<file path="src/rtl/uart_rx_fifo.sv">
// ============================================================================
// Module   : uart_rx_fifo
// Function : Receive frame buffer for the UART receiver. It stores one
//            {err, byte} entry per completed frame in a circular FIFO, stops
//            new frames from starting while the buffer is full, and provides
//            a registered read port. Compile with RX_FIFO_DROP_ERR_EN defined
//            to discard errored frames instead of storing them.
// Revision : 1.0 - initial release
// ============================================================================
`default_nettype none

module uart_rx_fifo #(
  parameter int DEPTH  = 16,
  parameter int ADDR_W = 4
) (
  input  logic              rx_clk,
  input  logic              rst,
  input  logic [7:0]        rx_data,
  input  logic              rx_done,
  input  logic              rx_err,
  output logic              rx_start,
  input  logic              rd_en,
  output logic [7:0]        rd_data,
  output logic              rd_err,
  output logic              rd_valid,
  output logic              empty,
  output logic              full,
  output logic [ADDR_W:0]   level,
  output logic              overflow,
  input  logic              ovf_clr,
  output logic              err_drop
);

  localparam logic [ADDR_W:0] FULL_LVL = (ADDR_W+1)'(DEPTH);

  logic [8:0]        mem_q [DEPTH];
  logic [ADDR_W-1:0] wr_ptr_q, rd_ptr_q;
  logic [ADDR_W:0]   level_q, level_d;
  logic              rx_done_q, empty_q, full_q, overflow_q, rx_start_q;
  logic [7:0]        rd_data_q;
  logic              rd_err_q, rd_valid_q;
  logic              push_req, push_ok, do_push, pop, drop, tag;
  logic              empty_d, full_d, overflow_d;

  // rx_done is a level that stays high for several cycles; only its rise is a frame.
  assign push_req = rx_done & ~rx_done_q;
  assign pop      = rd_en & ~empty_q;

`ifdef RX_FIFO_DROP_ERR_EN
  logic err_drop_q;
  assign push_ok  = push_req & ~rx_err;
  assign tag      = 1'b0;
  assign err_drop = err_drop_q;

  always_ff @(posedge rx_clk or negedge rst) begin
    if (!rst) err_drop_q <= 1'b0;
    else      err_drop_q <= push_req & rx_err;
  end
`else
  assign push_ok  = push_req;
  assign tag      = rx_err;
  assign err_drop = 1'b0;
`endif

  // A pop in the same cycle frees the slot, so a push into a full FIFO still lands.
  assign do_push = push_ok & (~full_q | pop);
  assign drop    = push_ok & full_q & ~pop;

  always_comb begin
    level_d = level_q;
    if (do_push && !pop)      level_d = level_q + {{ADDR_W{1'b0}}, 1'b1};
    else if (!do_push && pop) level_d = level_q - {{ADDR_W{1'b0}}, 1'b1};
  end

  assign empty_d    = (level_d == '0);
  assign full_d     = (level_d == FULL_LVL);
  assign overflow_d = drop | (overflow_q & ~ovf_clr);

  always_ff @(posedge rx_clk or negedge rst) begin
    if (!rst) begin
      rx_done_q  <= 1'b0;
      wr_ptr_q   <= '0;
      rd_ptr_q   <= '0;
      level_q    <= '0;
      empty_q    <= 1'b1;
      full_q     <= 1'b0;
      overflow_q <= 1'b0;
      rx_start_q <= 1'b0;
      rd_data_q  <= 8'h00;
      rd_err_q   <= 1'b0;
      rd_valid_q <= 1'b0;
    end else begin
      rx_done_q  <= rx_done;
      level_q    <= level_d;
      empty_q    <= empty_d;
      full_q     <= full_d;
      overflow_q <= overflow_d;
      rx_start_q <= ~full_d;
      rd_valid_q <= pop;
      if (do_push) wr_ptr_q <= wr_ptr_q + {{(ADDR_W-1){1'b0}}, 1'b1};
      if (pop) begin
        rd_ptr_q  <= rd_ptr_q + {{(ADDR_W-1){1'b0}}, 1'b1};
        rd_data_q <= mem_q[rd_ptr_q][7:0];
        rd_err_q  <= mem_q[rd_ptr_q][8];
      end
    end
  end

  // Storage is deliberately left unreset; only the pointers define validity.
  always_ff @(posedge rx_clk) begin
    if (do_push) mem_q[wr_ptr_q] <= {tag, rx_data};
  end

  assign rx_start = rx_start_q;
  assign rd_data  = rd_data_q;
  assign rd_err   = rd_err_q;
  assign rd_valid = rd_valid_q;
  assign empty    = empty_q;
  assign full     = full_q;
  assign level    = level_q;
  assign overflow = overflow_q;

endmodule

`default_nettype wire

</file>
<file path="config.mk">
export PLATFORM = sky130hd
export DESIGN_NAME = uart_rx_fifo
export DESIGN_NICKNAME = d
export VERILOG_FILES = /design/src/rtl/uart_rx_fifo.sv
export SDC_FILE = /design/constraint.sdc
export NUM_CORES = 1
export LEC_CHECK = 0
export CAP_MARGIN = 5
export CORE_MARGIN = 5
export CORE_UTILIZATION = 55
export CTS_CLUSTER_DIAMETER = 60
export DETAILED_ROUTE_END_ITERATION = 10
export GPL_TIMING_DRIVEN = 0
export HOLD_SLACK_MARGIN = 0.15
export PLACE_DENSITY = 0.74
export SLEW_MARGIN = 40
export SYNTH_ARGS = -nofsm -noshare
export SYNTH_HDL_FRONTEND = slang
export SYNTH_SLANG_ARGS = --single-unit
</file>
<file path="constraint.sdc">
create_clock -name rx_clk -period 4.2 [get_ports rx_clk]
set_input_delay 1.26 -clock rx_clk [delete_from_list [all_inputs] [get_ports rx_clk]]
set_output_delay 1.26 -clock rx_clk [all_outputs]
set_load 0.05 [all_outputs]
</file>
== After elaboration in Yosys (flattened, before gate mapping) ==
Memory sizes are Yosys's and may differ from the RTL's. A register that Yosys moved wholly into a read port is not among the register bits.
Index checks and enable logic that the tools add are counted.

* Multiplexer cells: 4
* Bitwise logic cells: 14
* $add $sub $neg: 4
* Div/mod/pow operators: 0
* Multiply operators: 0
* Shifts and indexed selects: 0
* Reduce and logical (&&, ||, !) cells: 6
* Magnitude comparators: 0
* Equality and inequality tests: 1

{| class="wikitable"
|+ Operators with widths
! kind !! number
|-
| two-way mux 5 bit || 2
|-
| adder 4 x 1 -> 4 bit, second input constant || 2
|-
| bitwise AND 1 bit || 6
|-
| inverter 1 bit || 6
|-
| adder 5 x 1 -> 5 bit, second input constant || 1
|-
| == test 5 bit, second input constant || 1
|-
| zero test 5 bit || 1
|-
| subtractor 5 x 1 -> 5 bit, second input constant || 1
|-
| zero test 1 bit || 3
|-
| logical AND 1 bit || 2
|-
| two-way mux 1 bit || 2
|-
| OR 1 bit || 2
|}

* Memories: 1
* Input port bits: 14
* Bits in registers: 19
* ROM bits: 0
* Memory bits (writable): 144
* Bits in latches: 0
* Logic and storage cells: 39

{| class="wikitable"
|+ Memories
! name !! words !! width !! rd ports !! clocked after Yosys merged registers in !! wr ports !! line !! source
|-
| mem_q || 16 || 9 || 1 || 1 || 1 || 36 || <nowiki>logic [8:0] mem_q [DEPTH];</nowiki>
|}

== Logic depth before layout (Yosys ltp) ==
Gate-level depths: netlist of run 1.

* Depth in word-level cells: 10
* Mapped depth: 9
* Depth with buffers taken out: 7

== Worst setup path after synthesis of run 1 ==
OpenSTA, ideal clock, no wires.

* Kind: input -> register
* Start point: in rx_done
* End point: mem mem_q[3][0] (enable)
* Arrival time: 2,570 ps
* Setup slack: 1,243 ps
* Library setup time: 387 ps
* Stages on the path: 5
* Cell sequence: nand2b_1 buf_2 a21oi_2 nand2_1 nor3_1

* Word-level cells in the longest chain between the ends: 4

{| class="wikitable"
|+ Ends and longest elaborated chain
! element !! line !! source
|-
| start, declared || 19 || <nowiki>input logic rx_done,</nowiki>
|-
| bitwise AND 1 bit || 46 || <nowiki>assign push_req = rx_done & ~rx_done_q;</nowiki>
|-
| bitwise AND 1 bit || 66 || <nowiki>assign do_push = push_ok & (~full_q | pop);</nowiki>
|-
| two-way mux 1 bit || 111 || <nowiki>if (do_push) mem_q[wr_ptr_q] <= {tag, rx_data};</nowiki>
|-
| two-way mux 1 bit (implied by the code) || 111 ||
|-
| end, declared || 36 ||
|}

No other way between the ends.

== Worst setup path in the final report of run 1 ==
* Start point: in rx_done
* End point: mem mem_q[2][1] (enable)

Same word-level chain as after synthesis.

==> results.py, run 1 <==
metrics = {
    "logic_synthesis": {
        "synth_flop_cell": "sky130_fd_sc_hd__edfxtp_1",
        "synth-async-reset-ratio": 0.163,
        "synth.yosys.seq_area_share": 0.731,
        "yosysWarnings": 0,
        "post_synth_num_cell_types": 43,
        "synth-seq-cells": 172,
        "postSynthAreaPerCell_um2": 17.8,
        "synth-xor-area-share": 0.0149,
        "synth.cell_area_um2": 6880,
        "synthesis.instances": 386,
        "synth.net_count": 407,
        "synth-compound-area-share": 0.0355,
        "synth_simple_gate_area_share": 0.0540,
        "synth_top_family_by_area": "multiplexers",
        "synth-adder-area-share": 0.0127,
        "synth_mux_area_frac": 0.129,
        "synth-edff-count": 144,
    },
    "timing": {
        "period_minus_slack_ns": 3.18,
        "rsz0062_at_grt": "false",
        "finalSetupViolations": 0,
        "relSlewSlack": 0.564,
        "timing_hold_violations_final": 0,
        "max_clock_freq_mhz": 314,
        "worstMarginPinSlew_ns": 0.654,
        "fin_hold_ws_ns": 0.485,
        "finalMaxSlewViolations": 0,
        "timing.final.crit_share": 0.758,
        "worst_clock_skew_ns": 0.00771,
    },
    "worst_setup_path": {
        "cp_data_arrival_time_ns": 3.32,
        "cp_max_fo": 9,
        "critPathCaptureType": "flip-flop",
        "cp_data_required_time_ns": 4.33,
        "worst-setup-path-type": "primary input to flip-flop",
        "start_kind": "primary input",
    },
    "die": {
        "num_io_pins": 34,
        "std_cell_rows": 40,
        "die_h_um": 122,
        "coreArea_um2": 12100,
        "fp.dieW_um": 122,
        "die_area_um2": 14800,
        "floorplan.initialDensity": 0.568,
    },
    "global_route": {
        "grt_start_max_net_pins": 29,
        "globalRoute.totalOverflow": 0,
        "first_global_vias": 3711,
        "number_of_antenna_violations_at_the_first_check_in_global_routing": 0,
        "grt_first_pass_wirelength_um": 20400,
        "track_usage": 0.188,
    },
    "cts": {
        "ctsHtreeMaxLevel": 4,
        "cts_post_setup_buffers_inserted": 0,
        "cts.clk_slew.worst_paths_ns": 0.07,
        "root_buffer": "sky130_fd_sc_hd__clkbuf_16",
        "post_cts.resized_instances": 0,
        "cts-root-to-sink-buffers": 2,
        "clock_tree_from_tritoncts": "built",
        "postCtsHoldBufs": 0,
        "cts.sinks": 172,
        "cts_buffers": 17,
        "clock_insertion_delay_worst_skew_ns": 0.42,
    },
    "cells_and_area": {
        "stdcell_count": 622,
        "drive_gt1_frac": 0.238,
        "most-common-layout-cells": "sky130_fd_sc_hd__edfxtp_1 (144), sky130_fd_sc_hd__clkdlybuf4s50_1 (31), sky130_fd_sc_hd__mux4_2 (27), sky130_fd_sc_hd__dfrtp_1 (27), sky130_fd_sc_hd__nand2_1 (23)",
        "final_common_cell": "sky130_fd_sc_hd__edfxtp_1",
        "area_growth_syn_to_layout_pct": 17.4,
        "num-nets-final": 462,
        "antenna_cells_inserted": 0,
    },
    "detailed_routing": {
        "dr_total_vias": 3486,
        "post-route-drc-count": 0,
        "routed_wire_length_per_instance_um": 20.3,
        "postRouteWirelength_um": 12600,
        "first_pass_iters": 4,
        "dr.first_iter.drc_count": 225,
        "drt-vias-per-instance": 5.60,
        "antenna_left": 0,
    },
    "power_and_ir_drop": {
        "ir_drop_mv": 0.304,
        "p_per_area_nw_per_um2": 688,
        "power_leakage_nw": 2.76,
    },
    "hold_path": {
        "hp-class": "flip-flop to flip-flop",
    },
    "placed_design": {
        "i_o_buffers": 32,
        "dp.cells": 590,
        "routabilityCongestion": 0.787,
        "detailed_place_hpwl_um": 8760,
    },
    "run": {
        "max_cap_viol_count": 0,
    },
    "run_status": {
        "status": "finished, final reports clean",
    },
}
[sequential cells by signal (all words and copies together) (netlist names)]
signal	count
rd_valid	1
overflow	1
rx_done_q	1
rd_data	8
rx_start	1
wr_ptr_q	4
mem_q	144
full	1
rd_err	1
rd_ptr_q	4
level	5
empty	1
[logic make-up after synthesis]
group,count (synthesis)
flops,172
simple gates,76
mux,54
compound gates,36
buf+inv,30
xor+xnor,10
fa+ha+maj,7
other cells,1
[critical path, stage by stage]
cell and delay (ns):
sky130_fd_sc_hd__clkdlybuf4s50_1 0.49, sky130_fd_sc_hd__nand2b_1 0.06, sky130_fd_sc_hd__buf_2 0.18, sky130_fd_sc_hd__a21oi_2 0.38, sky130_fd_sc_hd__nand2_1 0.27, sky130_fd_sc_hd__nor3_2 0.41
sky130_fd_sc_hd__buf_4 0.26
[worst paths after layout]
check	endpoint	startpoint	slack, ns	depth (start not counted)
worst max register to register	mem_q[2][1]$_DFFE_PP_	rx_done_q$_DFF_PN0_	1.91	6
worst min-delay path	rd_data[3]$_DFFE_PN0P_	rd_data[3]$_DFFE_PN0P_	0.48	2
worst min register to register	rd_data[3]$_DFFE_PN0P_	rd_data[3]$_DFFE_PN0P_	0.48	2
worst max-delay path	mem_q[2][1]$_DFFE_PP_	rx_done	1.02	7
min in group asynchronous	rx_done_q$_DFF_PN0_	rst	0.87	1
max in group asynchronous	rd_data[6]$_DFFE_PN0P_	rst	2.91	1
[Yosys cell counts, drive strengths merged, types with 2 or more instances]
| cell type | number | area [um^2] |
|---|---|---|
| a21oi | 10 | 53.8 |
| a221oi | 4 | 35.0 |
| a22o | 5 | 43.8 |
| a32o | 2 | 20.0 |
| and4 | 2 | 20.0 |
| buf | 17 | 108 |
| clkbuf | 5 | 18.8 |
| dfrtp | 27 | 676 |
| edfxtp | 144 | 4320 |
| ha | 7 | 87.6 |
| inv | 8 | 32.5 |
| mux2 | 5 | 56.3 |
| mux2i | 22 | 220 |
| mux4 | 27 | 608 |
| nand2 | 23 | 86.3 |
| nand2b | 4 | 32.5 |
| nand3 | 3 | 15.0 |
| nand4 | 2 | 12.5 |
| nor2 | 27 | 101 |
| nor3 | 10 | 61.3 |
| o21ai | 12 | 60.1 |
| xnor2 | 10 | 103 |
[layer usage]
layer / global-route usage / share of wire / up-vias
met2: 0.311 / 0.51 / 97
met3: 0.0395 / 0.059 / 15
met1: 0.244 / 0.42 / 1776
met5: 0 / 0 / -
li1: - / - / 1598
met4: 0.0798 / 0.014 / 0
[per-stage QoR]
stage / setup TNS (ns) / total power (W) / utilization / setup slack [ns] / cell area (um^2)
floorplan: 0 / 0.00351 / - / 1.24 / 6880
global placement: -0.663 / 0.00399 / 0.612 / -0.0564 / 7410
detailed placement: 0 / 0.00406 / 0.617 / 0.417 / 7470
CTS: 0 / 0.00559 / 0.666 / 0.865 / 8060
global route: 0 / 0.00584 / 0.667 / 0.815 / 8080
finish: 0 / 0.00556 / 0.667 / 1.02 / 8080
[power by group]
group	internal, W	switching (W)	leakage, nW
Clock	0.000886	0.000652	0.286
Combinational	0.000762	0.00111	0.846
Sequential	0.00204	0.000103	1.63
Total	0.00369	0.00186	2.76
[cell type report]
type                    instances  area, um^2
flip-flops and latches        172        5030
fillers                       835        4040
multi-input cells             184        1740
clock buffers                  17         425
repair buffers                 36         345
well taps                     168         210
clock inverters                15         166
plain buffers                  22         126
inverters                       8        32.5
No activity file was read; power rests on OpenSTA's default activity.
==> run 2: changes to the inputs <==
Settings changed: CORE_UTILIZATION 55 to 54, PLACE_DENSITY 0.74 to 0.76.
Clock period 4.2 ns to 2.9 ns, I/O delays scaled along.
==> run 2 against run 1 <==
- register-to-register slack got worse by 1.4 ns
- power rose by 52%
- cell area rose by 0.74%
- routed wire length rose by 8.6%
- utilization fell by 1.9 points
- sequential power rose by 45%
- clock power rose by 60%
- sequential cell count did not move
- cell count did not move
- clock-buffer cell count rose by 1
- critical path depth fell by 1
- largest cell class unchanged
==> results.py, run 2 (same netlist as run 1, synthesis figures left out) <==
metrics = {
    "run_status": {
        "status": "finished, final reports clean",
    },
    "worst_setup_path": {
        "critPathBufInv": 2,
        "start_kind": "primary input",
        "cp_data_arrival_time_ns": 2.90,
        "critPathCaptureType": "flip-flop",
        "critPathMaxStageDelay_ns": 0.56,
        "cp_max_fo": 9,
        "worst_path_dominant_cell_family": "simple AND/OR/NAND/NOR gates",
        "cp_data_required_time_ns": 2.95,
        "worst_path_max_delay_cell": "sky130_fd_sc_hd__nor2_2",
        "worst-setup-path-type": "primary input to flip-flop",
        "timing.reg2reg.setup_slack_ns": 0.55,
        "sequence_of_cells_on_the_critical_path": "clkdlybuf4s50_1, nand2b_1, buf_2, a21oi_2, nand2_1, nor2_2",
    },
    "cts": {
        "root_buffer": "sky130_fd_sc_hd__clkbuf_16",
        "ctsHtreeMaxLevel": 4,
        "cts-root-to-sink-buffers": 2,
        "clock_insertion_delay_worst_skew_ns": 0.42,
        "cts.clk_slew.worst_paths_ns": 0.06,
        "cts.sinks": 172,
        "clock_tree_from_tritoncts": "built",
        "cts_buffers": 17,
    },
    "die": {
        "coreArea_um2": 12600,
        "die_h_um": 123,
        "num_io_pins": 34,
        "fp.dieW_um": 123,
        "die_area_um2": 15100,
        "std_cell_rows": 41,
        "floorplan.initialDensity": 0.547,
    },
    "timing": {
        "timing_hold_violations_final": 0,
        "timing.final.crit_share": 0.981,
        "final_critical_path_setup_slack_ns": 0.0565,
        "rsz0062_at_grt": "true",
        "relSlewSlack": 0.490,
        "max_clock_freq_mhz": 352,
        "finalSetupViolations": 0,
        "finalMaxSlewViolations": 0,
        "period_minus_slack_ns": 2.84,
        "worstMarginPinSlew_ns": 0.765,
        "fin_hold_ws_ns": 0.476,
        "worst_clock_skew_ns": 0.00643,
    },
    "global_route": {
        "number_of_antenna_violations_at_the_first_check_in_global_routing": 0,
        "globalRoute.totalOverflow": 0,
        "track_usage": 0.194,
        "first_global_vias": 3708,
        "grt_first_pass_wirelength_um": 20700,
        "grt_start_max_net_pins": 29,
    },
    "cells_and_area": {
        "num-nets-final": 458,
        "stdcell_count": 622,
        "largest_register_ffs": 144,
        "most-common-layout-cells": "sky130_fd_sc_hd__edfxtp_1 (144), sky130_fd_sc_hd__clkdlybuf4s50_1 (31), sky130_fd_sc_hd__mux4_2 (27), sky130_fd_sc_hd__dfrtp_1 (27), sky130_fd_sc_hd__nand2_1 (23)",
        "drive_gt1_frac": 0.231,
        "area_growth_syn_to_layout_pct": 18.3,
        "final_common_cell": "sky130_fd_sc_hd__edfxtp_1",
        "finish.instance_area_um2": 8140,
        "final_util": 0.647,
        "max_flop_register": "mem_q",
        "layout.filler_cells": 840,
        "area_of_combinational_cells_with_multiple_inputs_um2": 1770,
        "antenna_cells_inserted": 0,
        "register_area_um2": 5030,
    },
    "placed_design": {
        "dp.cells": 590,
        "routabilityCongestion": 0.833,
        "i_o_buffers": 32,
        "detailed_place_hpwl_um": 8530,
        "placedInstanceArea_um2": 7450,
        "placement.setup.worst_slack_ns": -0.471,
    },
    "detailed_routing": {
        "dr.first_iter.drc_count": 510,
        "postRouteWirelength_um": 13700,
        "antenna_left": 0,
        "routed_wire_length_per_instance_um": 22.0,
        "post-route-drc-count": 0,
        "dr_total_vias": 3583,
        "drt-vias-per-instance": 5.76,
        "first_pass_iters": 5,
    },
    "power_and_ir_drop": {
        "power.switching_w": 0.00282,
        "p_clk_frac": 0.294,
        "combPwrFrac": 0.336,
        "power.sequential.fraction": 0.371,
        "power_switching_share": 0.335,
        "p_int_w": 0.00560,
        "ir_drop_mv": 0.558,
        "power_leakage_nw": 2.77,
        "p_per_area_nw_per_um2": 1030,
    },
    "hold_path": {
        "hp-class": "primary input to asynchronous set/reset pin",
    },
    "run": {
        "max_cap_viol_count": 0,
    },
}
-- run 2: changes by cell type in the layout (fill, tap and decap cells not counted), sizes merged --
cell and change:
clkinv -5, bufinv +3, buf -4, clkinvlp +1, clkbuf +1
-- run 2: power groups by stage --
stage	Clock (W)	Sequential, W	Combinational (W)
finish	0.00247	0.00312	0.00283
global route	0.00259	0.00315	0.00301
CTS	0.00248	0.00312	0.00280
detailed placement	0	0.00317	0.00276
global placement	0	0.00315	0.00268
floorplan	0	0.00352	0.00157
-- run 2: routing by layer --
layer  global-route usage  up-vias  share of wire
met2                0.320      153           0.51
met1                0.256     1822           0.40
met4               0.0609        0          0.018
li1                     -     1591              -
met5                    0        -              0
met3               0.0465       17          0.072
-- run 2: per-stage QoR --
step	total power, W	TNS (ns)
final	0.00842	0
after global routing	0.00876	-1.75
after CTS	0.00839	0
after detailed placement	0.00593	-39.98
after global placement	0.00583	-67.17
after floorplan	0.00509	0
-- run 2: cell type report --
| type | instances | area share |
|---|---|---|
| Buffer | 22 | 0.0155 |
| Inverter | 8 | 0.00400 |
| Clock buffer | 18 | 0.0527 |
| Timing Repair Buffer | 32 | 0.0388 |
| Multi-Input combinational cell | 184 | 0.218 |
| Sequential cell | 172 | 0.618 |
| Tap cell | 172 | 0.0264 |
| Clock inverter | 14 | 0.0268 |
-- run 2: timing repair --
action                                  in CTS  in global routing
buffers inserted                             0                  0
endpoints found under the setup margin       9                 36
hold buffers                                 0                  0
resized for setup                            1                  5
hold endpoints to repair                     0                  0
cloned                                       0                  0
-- run 2: worst paths after layout --
check | from | end | cells after the start
max reg2reg | rx_done_q$_DFF_PN0_ | mem_q[15][7]$_DFFE_PP_ | 5
max | rx_done | mem_q[15][7]$_DFFE_PP_ | 6
max in group asynchronous | rst | wr_ptr_q[1]$_DFFE_PN0P_ | 1
min | rst | rx_done_q$_DFF_PN0_ | 1
min reg2reg | rd_data[4]$_DFFE_PN0P_ | rd_data[4]$_DFFE_PN0P_ | 2
min in group rx_clk | rd_data[4]$_DFFE_PN0P_ | rd_data[4]$_DFFE_PN0P_ | 2
